**src/rtl/imem_loader_pkg.sv**
```systemverilog
// Shared definitions for the instruction-memory loader: state encoding,
// default geometry and the byte-counter width helper.
package imem_loader_pkg;

  localparam int DEF_ADDR_W = 8;
  localparam int DEF_DATA_W = 32;
  localparam int BYTES_PER_WORD = DEF_DATA_W / 8;

  typedef enum logic [2:0] {
    IDLE  = 3'd0,
    HDR   = 3'd1,
    DATA  = 3'd2,
    CKSUM = 3'd3,
    DONE  = 3'd4,
    ERR   = 3'd5
  } state_t;

  // Width of a counter that indexes the bytes of one data_w-bit word.
  function automatic int bcnt_width(input int data_w);
    return (data_w / 8 > 1) ? $clog2(data_w / 8) : 1;
  endfunction

  localparam int BCNT_W = bcnt_width(DEF_DATA_W);

endpackage

```
**src/rtl/imem_loader_byte_packer.sv**
```systemverilog
// Assembles accepted bytes little-endian into a word and pulses word_valid
// the cycle after the last byte of a word arrives.
module imem_loader_byte_packer
  import imem_loader_pkg::*;
#(
  parameter int DATA_W = DEF_DATA_W
) (
  input  logic              clk,
  input  logic              rst_n,
  input  logic              clear,
  input  logic              take,
  input  logic [7:0]        byte_data,
  output logic              completing,
  output logic              word_valid,
  output logic [DATA_W-1:0] word
);

  localparam int BPW = DATA_W / 8;
  localparam int BW  = bcnt_width(DATA_W);

  logic [BW-1:0]     bcnt;
  logic [DATA_W-1:0] asm_q;
  logic [DATA_W-1:0] merged;

  // Byte k of a word lands in bits [8k+7:8k]; the finished word is
  // copied to word so the write data stays stable while the next fills.
  always_comb begin
    merged = asm_q;
    merged[int'(bcnt) * 8 +: 8] = byte_data;
  end

  assign completing = take && (bcnt == BW'(BPW - 1));

  always_ff @(posedge clk or negedge rst_n) begin
    if (!rst_n) begin
      bcnt       <= '0;
      asm_q      <= '0;
      word_valid <= 1'b0;
      word       <= '0;
    end else begin
      word_valid <= completing;
      if (clear) begin
        bcnt <= '0;
      end else if (take) begin
        asm_q <= merged;
        bcnt  <= completing ? '0 : bcnt + 1'b1;
      end
      if (completing) word <= merged;
    end
  end

endmodule

```
**src/rtl/imem_loader.sv**
```systemverilog
// Loads a header-prefixed byte stream into imem and holds the CPU in reset
// meanwhile. Define IMEM_LOADER_CKSUM_EN to require a trailing XOR checksum byte.
module imem_loader
  import imem_loader_pkg::*;
#(
  parameter int ADDR_W = DEF_ADDR_W,
  parameter int DATA_W = DEF_DATA_W
) (
  input  logic              clk,
  input  logic              rst_n,
  input  logic              start,
  input  logic              abort,
  input  logic              byte_valid,
  input  logic [7:0]        byte_data,
  output logic              byte_ready,
  output logic              im_we,
  output logic [ADDR_W-1:0] im_addr,
  output logic [DATA_W-1:0] im_data,
  output logic              cpu_rst_n,
  output logic              busy,
  output logic              done,
  output logic              err,
  output state_t            dbg_state
);

  state_t            state, state_nxt;
  logic [ADDR_W-1:0] last_idx;
  logic [ADDR_W:0]   wcnt;
  logic              start_ok, take, pk_take, completing, word_valid;
  logic              last_word_taken;
`ifdef IMEM_LOADER_CKSUM_EN
  logic [7:0]        cksum;
`endif

  // Handshake: a byte moves on a rising edge where byte_valid and byte_ready
  // are both high; a byte offered alongside abort is not taken.
  assign start_ok        = start && (state inside {IDLE, DONE, ERR});
  assign take            = byte_valid && byte_ready && !abort;
  assign pk_take         = take && (state == DATA);
  assign last_word_taken = completing && (wcnt == {1'b0, last_idx});
  assign dbg_state       = state;

  imem_loader_byte_packer #(.DATA_W(DATA_W)) u_packer (
    .clk        (clk),
    .rst_n      (rst_n),
    .clear      (start_ok),
    .take       (pk_take),
    .byte_data  (byte_data),
    .completing (completing),
    .word_valid (word_valid),
    .word       (im_data)
  );

  assign im_we = word_valid;

  always_comb begin
    state_nxt = state;
    case (state)
      IDLE, DONE, ERR: if (start) state_nxt = HDR;
      HDR: begin
        if (abort)     state_nxt = ERR;
        else if (take) state_nxt = DATA;
      end
      // The last word's write cycle is spent in DATA with byte_ready low.
      DATA: begin
        if (abort) state_nxt = ERR;
        else if (word_valid && (im_addr == last_idx)) begin
`ifdef IMEM_LOADER_CKSUM_EN
          state_nxt = CKSUM;
`else
          state_nxt = DONE;
`endif
        end
      end
`ifdef IMEM_LOADER_CKSUM_EN
      CKSUM: begin
        if (abort)     state_nxt = ERR;
        else if (take) state_nxt = (byte_data == cksum) ? DONE : ERR;
      end
`endif
      default: state_nxt = IDLE;
    endcase
  end

  always_ff @(posedge clk or negedge rst_n) begin
    if (!rst_n) begin
      state      <= IDLE;
      byte_ready <= 1'b0;
      busy       <= 1'b0;
      done       <= 1'b0;
      err        <= 1'b0;
      cpu_rst_n  <= 1'b1;
      im_addr    <= '0;
      last_idx   <= '0;
      wcnt       <= '0;
`ifdef IMEM_LOADER_CKSUM_EN
      cksum      <= '0;
`endif
    end else begin
      state      <= state_nxt;
      byte_ready <= (state_nxt inside {HDR, DATA, CKSUM}) && !(pk_take && last_word_taken);
      busy       <= state_nxt inside {HDR, DATA, CKSUM};
      done       <= (state_nxt == DONE);
      err        <= (state_nxt == ERR);
      cpu_rst_n  <= state_nxt inside {IDLE, DONE};
      if (start_ok) wcnt <= '0;
      if (take && (state == HDR)) last_idx <= ADDR_W'(byte_data);
      if (completing) begin
        im_addr <= wcnt[ADDR_W-1:0];
        wcnt    <= wcnt + 1'b1;
      end
`ifdef IMEM_LOADER_CKSUM_EN
      if (take && (state == HDR)) cksum <= byte_data;
      if (pk_take)                cksum <= cksum ^ byte_data;
`endif
    end
  end

endmodule

```
**config.mk**
```make
export PLATFORM = sky130hd
export DESIGN_NAME = imem_loader
export DESIGN_NICKNAME = d
export VERILOG_FILES = /design/src/rtl/imem_loader_pkg.sv /design/src/rtl/imem_loader_byte_packer.sv /design/src/rtl/imem_loader.sv
export SDC_FILE = /design/constraint.sdc
export NUM_CORES = 1
export LEC_CHECK = 0
export CAP_MARGIN = 5
export CORE_MARGIN = 1.5
export CORE_UTILIZATION = 40
export CTS_CLUSTER_SIZE = 12
export DETAILED_ROUTE_END_ITERATION = 12
export GPL_TIMING_DRIVEN = 0
export SYNTH_ARGS = -nofsm -noshare
export SYNTH_HDL_FRONTEND = slang
export SYNTH_SLANG_ARGS = --single-unit
```
**constraint.sdc**
```tcl
create_clock -name clk -period 2.4 [get_ports clk]
set_input_delay 0.36 -clock clk [delete_from_list [all_inputs] [get_ports clk]]
set_output_delay 0.36 -clock clk [all_outputs]
set_load 0.02 [all_outputs]
```
==> impl_metrics.tcl, run 1 <==
set metrics [dict create \
    synth-simple-area-share_pct 19.0 \
    ys_types 43 \
    drcViolationCount 0 \
    ys_top_cells_by_area "dfrtp_1, nand2_1, a22o_1" \
    synth_top_family_by_area "simple AND/OR/NAND/NOR gates" \
    core-area_mm2 0.0103 \
    area_growth_pct 21.8 \
    dieArea_mm2 0.0112 \
    leakage_nw 2.39 \
    nets 497 \
    cts_tree "done" \
    fmax_ghz 0.446 \
    crit_path_end_kind "flop" \
    die_w_um 106 \
    clk_pin_slew_ns 0.10 \
    powerDensity_mw_per_mm2 692 \
    grt_pass1_vias 3156 \
    p_comb_share_pct 21.0 \
    internal_power_mw 2.46 \
    synth_xor_area_share_pct 3.31 \
    synth_ff_type "dfrtp_1" \
    ios 62 \
    synth_nets 431 \
    synth_edf_count 0 \
    htreeDepth 3 \
    path_class "reg2reg" \
    tns_ns 0 \
    drt_iter0_drc 150 \
    seq_area_frac_synth_pct 54.4 \
    grt_pass1_wl_um 16800 \
    die_h_um 106 \
    finalCritPeriodShare_pct 93.3 \
    diodes 0 \
    synth_top_area_share_pct 53.8 \
    r2r_slack_ns 0.16 \
    synth_area_mm2 0.00423 \
    vias 3211 \
    synth-seq-cells 92 \
    synthMuxAreaShare_pct 3.08 \
    skew_ns 0.0180 \
    clock_power_share_pct 27.5 \
    cts_root_buffer "clkbuf_8" \
    whs_ns 0.397 \
    crit_top_cell "buf_2" \
    grt_max_degree 50 \
    cts_buffer_depth 2 \
    grt_use_total_pct 19.6 \
    gp_congestion 0.764 \
    clk_latency_ns 0.38 \
    antenna_found_initial 0 \
    fillers 983 \
    synth_compound_area_share_pct 14.2 \
    status "complete, no violations" \
    tightest_slew_ns 0.829 \
    path_cells "inv_1 > ha_1 > and4bb_1 > buf_2 > and3_1 > buf_2 > a22o_1" \
    synth_async_sr_flop_share_pct 100 \
    drt_pass1_iterations 4 \
    avgRoutedWirePerCell_um 16.2 \
    switchingPower_mw 1.11 \
    maxSlewViolCount 0 \
    switching_share_pct 31.0 \
    hold_violations 0 \
    synthAdderAreaFrac_pct 1.77 \
    routed_wl_um 10000 \
    cp-start-kind "flop" \
    cts_inserted_buffers 9 \
    cp_max_fo 9 \
    syn_inst 412 \
    yosys-top-cells-count "dfrtp_1, nand2_1, nor2b_1, o21ai_0, a21oi_1" \
    drv_cap 0 \
    max_stage_delay_ns 0.49 \
    dp_hpwl_um 6900 \
    maxSlewHeadroom_pct 44.3 \
    rsz0062_at_grt "true" \
    layout-drive-gt1-share_pct 10.1 \
    holdCritPathClass "in2reg" \
    drtAntennaViolNets 0 \
    synth_most_common_cell "dfrtp_1" \
    synth_top_cell_by_area "dfrtp_1" \
    cts.sinks 92 \
    seqPwrFrac_pct 51.6 \
    start_util_pct 41.2 \
    viasPerCell 5.19 \
    setup_viol 0 \
    syn_area_per_cell_um2 10.3 \
    slowest_stage "dfrtp_1" \
    cp_data_arrival_time_ns 2.51 \
    grt_overflow 0 \
    period_minus_slack_ns 2.24 \
    rows 37 \
    required_ns 2.67 \
    yosys_warnings 0 \
    portBuffers 53 \
    ir_worst_vdd_mv 0.336 \
]
==> cell usage in the layout, fill, tap and decap left out, drive strengths merged, types with 14 or more instances in the layout <==
master | Yosys | final
a21oi | 26 | 26
a22o | 24 | 24
buf | 17 | 19
clkbuf | 11 | 21
clkdlybuf4s50 | 0 | 52
dfrtp | 91 | 91
nand2 | 82 | 82
nand3 | 14 | 14
nor2b | 28 | 28
o21ai | 29 | 29
==> state kept, by name (all words and copies together), names as in the netlist <==
signal / count
u_packer.bcnt: 2
im_addr: 8
u_packer.asm_q: 24
dbg_state: 3
done: 1
byte_ready: 1
u_packer.word: 32
u_packer.word_valid: 1
cpu_rst_n: 1
err: 1
busy: 1
last_idx: 8
wcnt: 9
==> worst max-delay path, delay by kind of cell, from the launching register on <==
kind / cells / cell delay [ns]
AND/OR/NAND/NOR: 2 / 0.42
buffers and inverters: 3 / 0.54
adder cells (fa/ha/maj): 1 / 0.45
flip-flops: 1 / 0.49
AO/OA/AOI/OAI: 1 / 0.24
==> metal layers <==
| metal | track usage (%) | up-vias | routed length (um) |
|---|---|---|---|
| li1 | - | 1548 | - |
| met1 | 28.0 | 1595 | 4860 |
| met2 | 29.6 | 56 | 4660 |
| met3 | 2.78 | 12 | 312 |
| met4 | 8.59 | 0 | 172 |
| met5 | 0 | - | 0 |
==> final timing paths <==
kind | startpoint | to | cells past startpoint
min in group asynchronous | rst_n | last_idx[5]$_DFFE_PN0P_ | 2
min | byte_data[7] | u_packer.word[31]$_DFFE_PN0P_ | 3
max | u_packer.bcnt[0]$_DFFE_PN0P_ | u_packer.asm_q[7]$_DFFE_PN0P_ | 7
max reg2reg | u_packer.bcnt[0]$_DFFE_PN0P_ | u_packer.asm_q[7]$_DFFE_PN0P_ | 7
min reg2reg | wcnt[8]$_DFFE_PN0P_ | wcnt[8]$_DFFE_PN0P_ | 1
max in group asynchronous | rst_n | u_packer.word[10]$_DFFE_PN0P_ | 3
==> layout make-up <==
type | count | area, um^2 | area share (%)
clock inverter | 6 | 46.3 | 0.898
tap | 136 | 170 | 3.30
timing repair buffer | 55 | 566 | 11.0
multi-input combinational | 286 | 1760 | 34.2
inverter | 6 | 22.5 | 0.437
clock buffer | 10 | 128 | 2.48
sequential | 92 | 2300 | 44.7
buffer | 28 | 156 | 3.03
==> power by group through the flow <==
stage / sequential [mW] / clock, mW / combinational [mW]
4_1_cts: 1.84 / 1.00 / 0.755
3_3_place_gp: 1.87 / 0 / 0.732
6_report: 1.84 / 0.979 / 0.747
3_5_place_dp: 1.87 / 0 / 0.750
2_1_floorplan: 1.90 / 0 / 0.433
5_1_grt: 1.86 / 1.06 / 0.817
==> kinds of logic after synthesis <==
logic type	count (synthesis)
xor gates and xnor gates	16
adders and majority gates	6
and+or+nand+nor	158
DFF	92
buffers and inverters	34
muxes	12
AOI/OAI and AO/OA	94
==> per-stage QoR <==
stage	worst slack [ns]	cell area (um^2)	util, %	std cells	power (mW)
finish	0.160	5150	50.1	619	3.56
global route	-0.00728	5150	50.1	619	3.74
global placement	-2.46	4930	48.0	601	2.60
floorplan	0.433	4230	-	412	2.34
detailed placement	0.148	4960	48.2	602	2.62
CTS	0.123	5140	50.0	619	3.60
==> timing repair <==
| action | 4_1_cts | 5_1_grt |
|---|---|---|
| gates resized for setup | 0 | 2 |
| endpoints found under the hold margin | 15 | 0 |
| setup buffers | 0 | 0 |
| hold buffers | 1 | 0 |
| setup endpoints to repair | 0 | 8 |
Note: power is estimated with default switching activity, not from simulation.
==> run 2, diff against run 1 <==
--- a/config.mk
+++ b/config.mk
@@ -11,6 +11,7 @@
 export CTS_CLUSTER_SIZE = 12
 export DETAILED_ROUTE_END_ITERATION = 12
 export GPL_TIMING_DRIVEN = 0
+export PLACE_DENSITY = 0.66
 export SYNTH_ARGS = -nofsm -noshare
 export SYNTH_HDL_FRONTEND = slang
 export SYNTH_SLANG_ARGS = --single-unit
==> run 2 against run 1 <==
  * Clock-buffer cell count is 1 higher
  * Routed wire length is 2.1% lower
  * Sequential power hardly changed
  * Register-to-register slack hardly changed
  * Worst hold slack better by 0.039 ns
  * Final area is 1.0% higher
  * Die area stayed put
  * First-iteration DRC count is 29% higher
  * Total power is 6.1% higher
  * Non-clock buffer count stayed put
  * Critical path depth stayed put
  * Sequential share of layout area is 0.46 points lower
  * Highest routed layer unchanged
==> impl_metrics.tcl, run 2 (synthesis results as in run 1) <==
set metrics [dict create \
    drtAntennaViolNets 0 \
    maxSlewViolCount 0 \
    ios 62 \
    antenna_found_initial 0 \
    setup_viol 0 \
    drt_pass1_iterations 5 \
    required_ns 2.64 \
    routed_wl_um 9790 \
    layout.cells.non_filler 619 \
    layout_common_cells "dfrtp_1, nand2_1, clkdlybuf4s50_1, nor2b_1, o21ai_0" \
    post-cts-setup-buffers 0 \
    cts_inserted_buffers 9 \
    cts_tree "done" \
    grt_pass1_wl_um 16200 \
    dp_hpwl_um 6870 \
    die_w_um 106 \
    start_util_pct 41.2 \
    largest_reg_flops 32 \
    nets 497 \
    drcViolationCount 0 \
    final_area_mm2 0.00521 \
    path_class "reg2reg" \
    drt_iter0_drc 193 \
    clk_pin_slew_ns 0.09 \
    cts_root_buffer "clkbuf_8" \
    portBuffers 53 \
    ir_worst_vdd_mv 0.347 \
    fillers 974 \
    maxSlewHeadroom_pct 48.4 \
    core-area_mm2 0.0103 \
    area_growth_pct 23.1 \
    htreeDepth 3 \
    rows 37 \
    final_common_cell "dfrtp_1" \
    cts.sinks 92 \
    reg2reg_to "u_packer.asm_q[6]$_DFFE_PN0P_" \
    path_cells "inv_1 > ha_1 > and4bb_1 > buf_2 > and3_1 > buf_2 > a22o_1" \
    reg2reg_depth 7 \
    power.total_mw 3.78 \
    top_regs "u_packer.word: 32 flops, u_packer.asm_q: 24 flops, wcnt: 9 flops" \
    cp_max_fo 9 \
    dp_cells 602 \
    holdCritPathClass "in2async" \
    clk_latency_ns 0.36 \
    gp_congestion 0.803 \
    leakage_nw 2.41 \
    tightest_slew_ns 0.769 \
    die_h_um 106 \
    grt_max_degree 73 \
    avgRoutedWirePerCell_um 15.8 \
    period_minus_slack_ns 2.23 \
    largest-register "u_packer.word" \
    fmax_ghz 0.448 \
    skew_ns 0.0113 \
    grt_pass1_vias 3201 \
    slowest_stage "dfrtp_1" \
    cp_data_arrival_time_ns 2.47 \
    cp-start-kind "flop" \
    viasPerCell 5.21 \
    drv_cap 0 \
    r2r_slack_ns 0.17 \
    rsz0062_at_grt "false" \
    hold_violations 0 \
    grt_overflow 0 \
    crit_top_cell "buf_2" \
    placed_area_mm2 0.00496 \
    max_stage_delay_ns 0.49 \
    vias 3228 \
    crit_path_end_kind "flop" \
    cp-endpoint "u_packer.asm_q[6]$_DFFE_PN0P_" \
    powerDensity_mw_per_mm2 726 \
    r2r_start "u_packer.bcnt[0]$_DFFE_PN0P_" \
    diodes 0 \
    startpoint "u_packer.bcnt[0]$_DFFE_PN0P_" \
    grt_use_total_pct 18.5 \
    layout-drive-gt1-share_pct 10.4 \
    dieArea_mm2 0.0112 \
    cts_buffer_depth 2 \
    finalCritPeriodShare_pct 93.0 \
    status "complete, no violations" \
]
run 2: stage by stage:
step	utilization, %	hold slack, ns	setup TNS [ns]	setup WS (ns)
finish	50.7	0.436	0	0.168
global route	50.7	0.453	0	0.0108
CTS	50.6	0.426	0	0.156
detailed placement	48.2	0.274	0	0.187
global placement	48.0	0.457	-217.05	-2.38
floorplan	-	0.0644	0	0.433
run 2: per-layer routing:
| metal | vias up | global-route usage [%] | routed length (um) |
|---|---|---|---|
| met2 | 69 | 29.7 | 4740 |
| met4 | 0 | 7.53 | 110 |
| met1 | 1601 | 25.3 | 4520 |
| li1 | 1546 | - | - |
| met3 | 12 | 2.41 | 422 |
| met5 | - | 0 | 0 |
run 2: how the worst min path moves through the flow:
stage                                              from                             to  slack, ns
after floorplan                                   rst_n                 busy$_DFF_PN0_       0.06
after global placement    u_packer.word[29]$_DFFE_PN0P_  u_packer.word[29]$_DFFE_PN0P_       0.46
after detailed placement                          rst_n         im_addr[6]$_DFFE_PN0P_       0.27
after CTS                                         rst_n         im_addr[6]$_DFFE_PN0P_       0.43
after global routing                       byte_data[7]  u_packer.word[31]$_DFFE_PN0P_       0.45
final                                             rst_n         im_addr[6]$_DFFE_PN0P_       0.44
run 2: layout make-up:
| class | count | area, um^2 | share of cell area, % |
|---|---|---|---|
| well taps | 136 | 170 | 3.27 |
| plain buffers | 28 | 156 | 3.00 |
| clock inverters | 5 | 82.6 | 1.59 |
| flip-flops and latches | 92 | 2300 | 44.2 |
| repair buffers | 55 | 566 | 10.9 |
| inverters | 6 | 22.5 | 0.432 |
| multi-input cells | 286 | 1760 | 33.7 |
| clock buffers | 11 | 151 | 2.91 |
run 2: timing repair:
action | 4_1_cts | 5_1_grt
hold buffers | 1 | 0
endpoints found under the setup margin | 0 | 7
endpoints found under the hold margin | 19 | 0
gates resized for setup | 0 | 1
run 2: worst max-delay path, delay by kind of cell, from the launching register on:
family / cells / cell delay [ns]
buffers and inverters: 3 / 0.53
flip-flops: 1 / 0.49
adder cells (fa/ha/maj): 1 / 0.44
AND/OR/NAND/NOR: 2 / 0.42
AO/OA/AOI/OAI: 1 / 0.24
run 2: where the power goes:
group / switching, mW / leakage, nW / internal, mW
clock: 0.547 / 0.120 / 0.648
sequential: 0.133 / 1.25 / 1.71
combinational: 0.382 / 1.03 / 0.362
total: 1.06 / 2.41 / 2.72
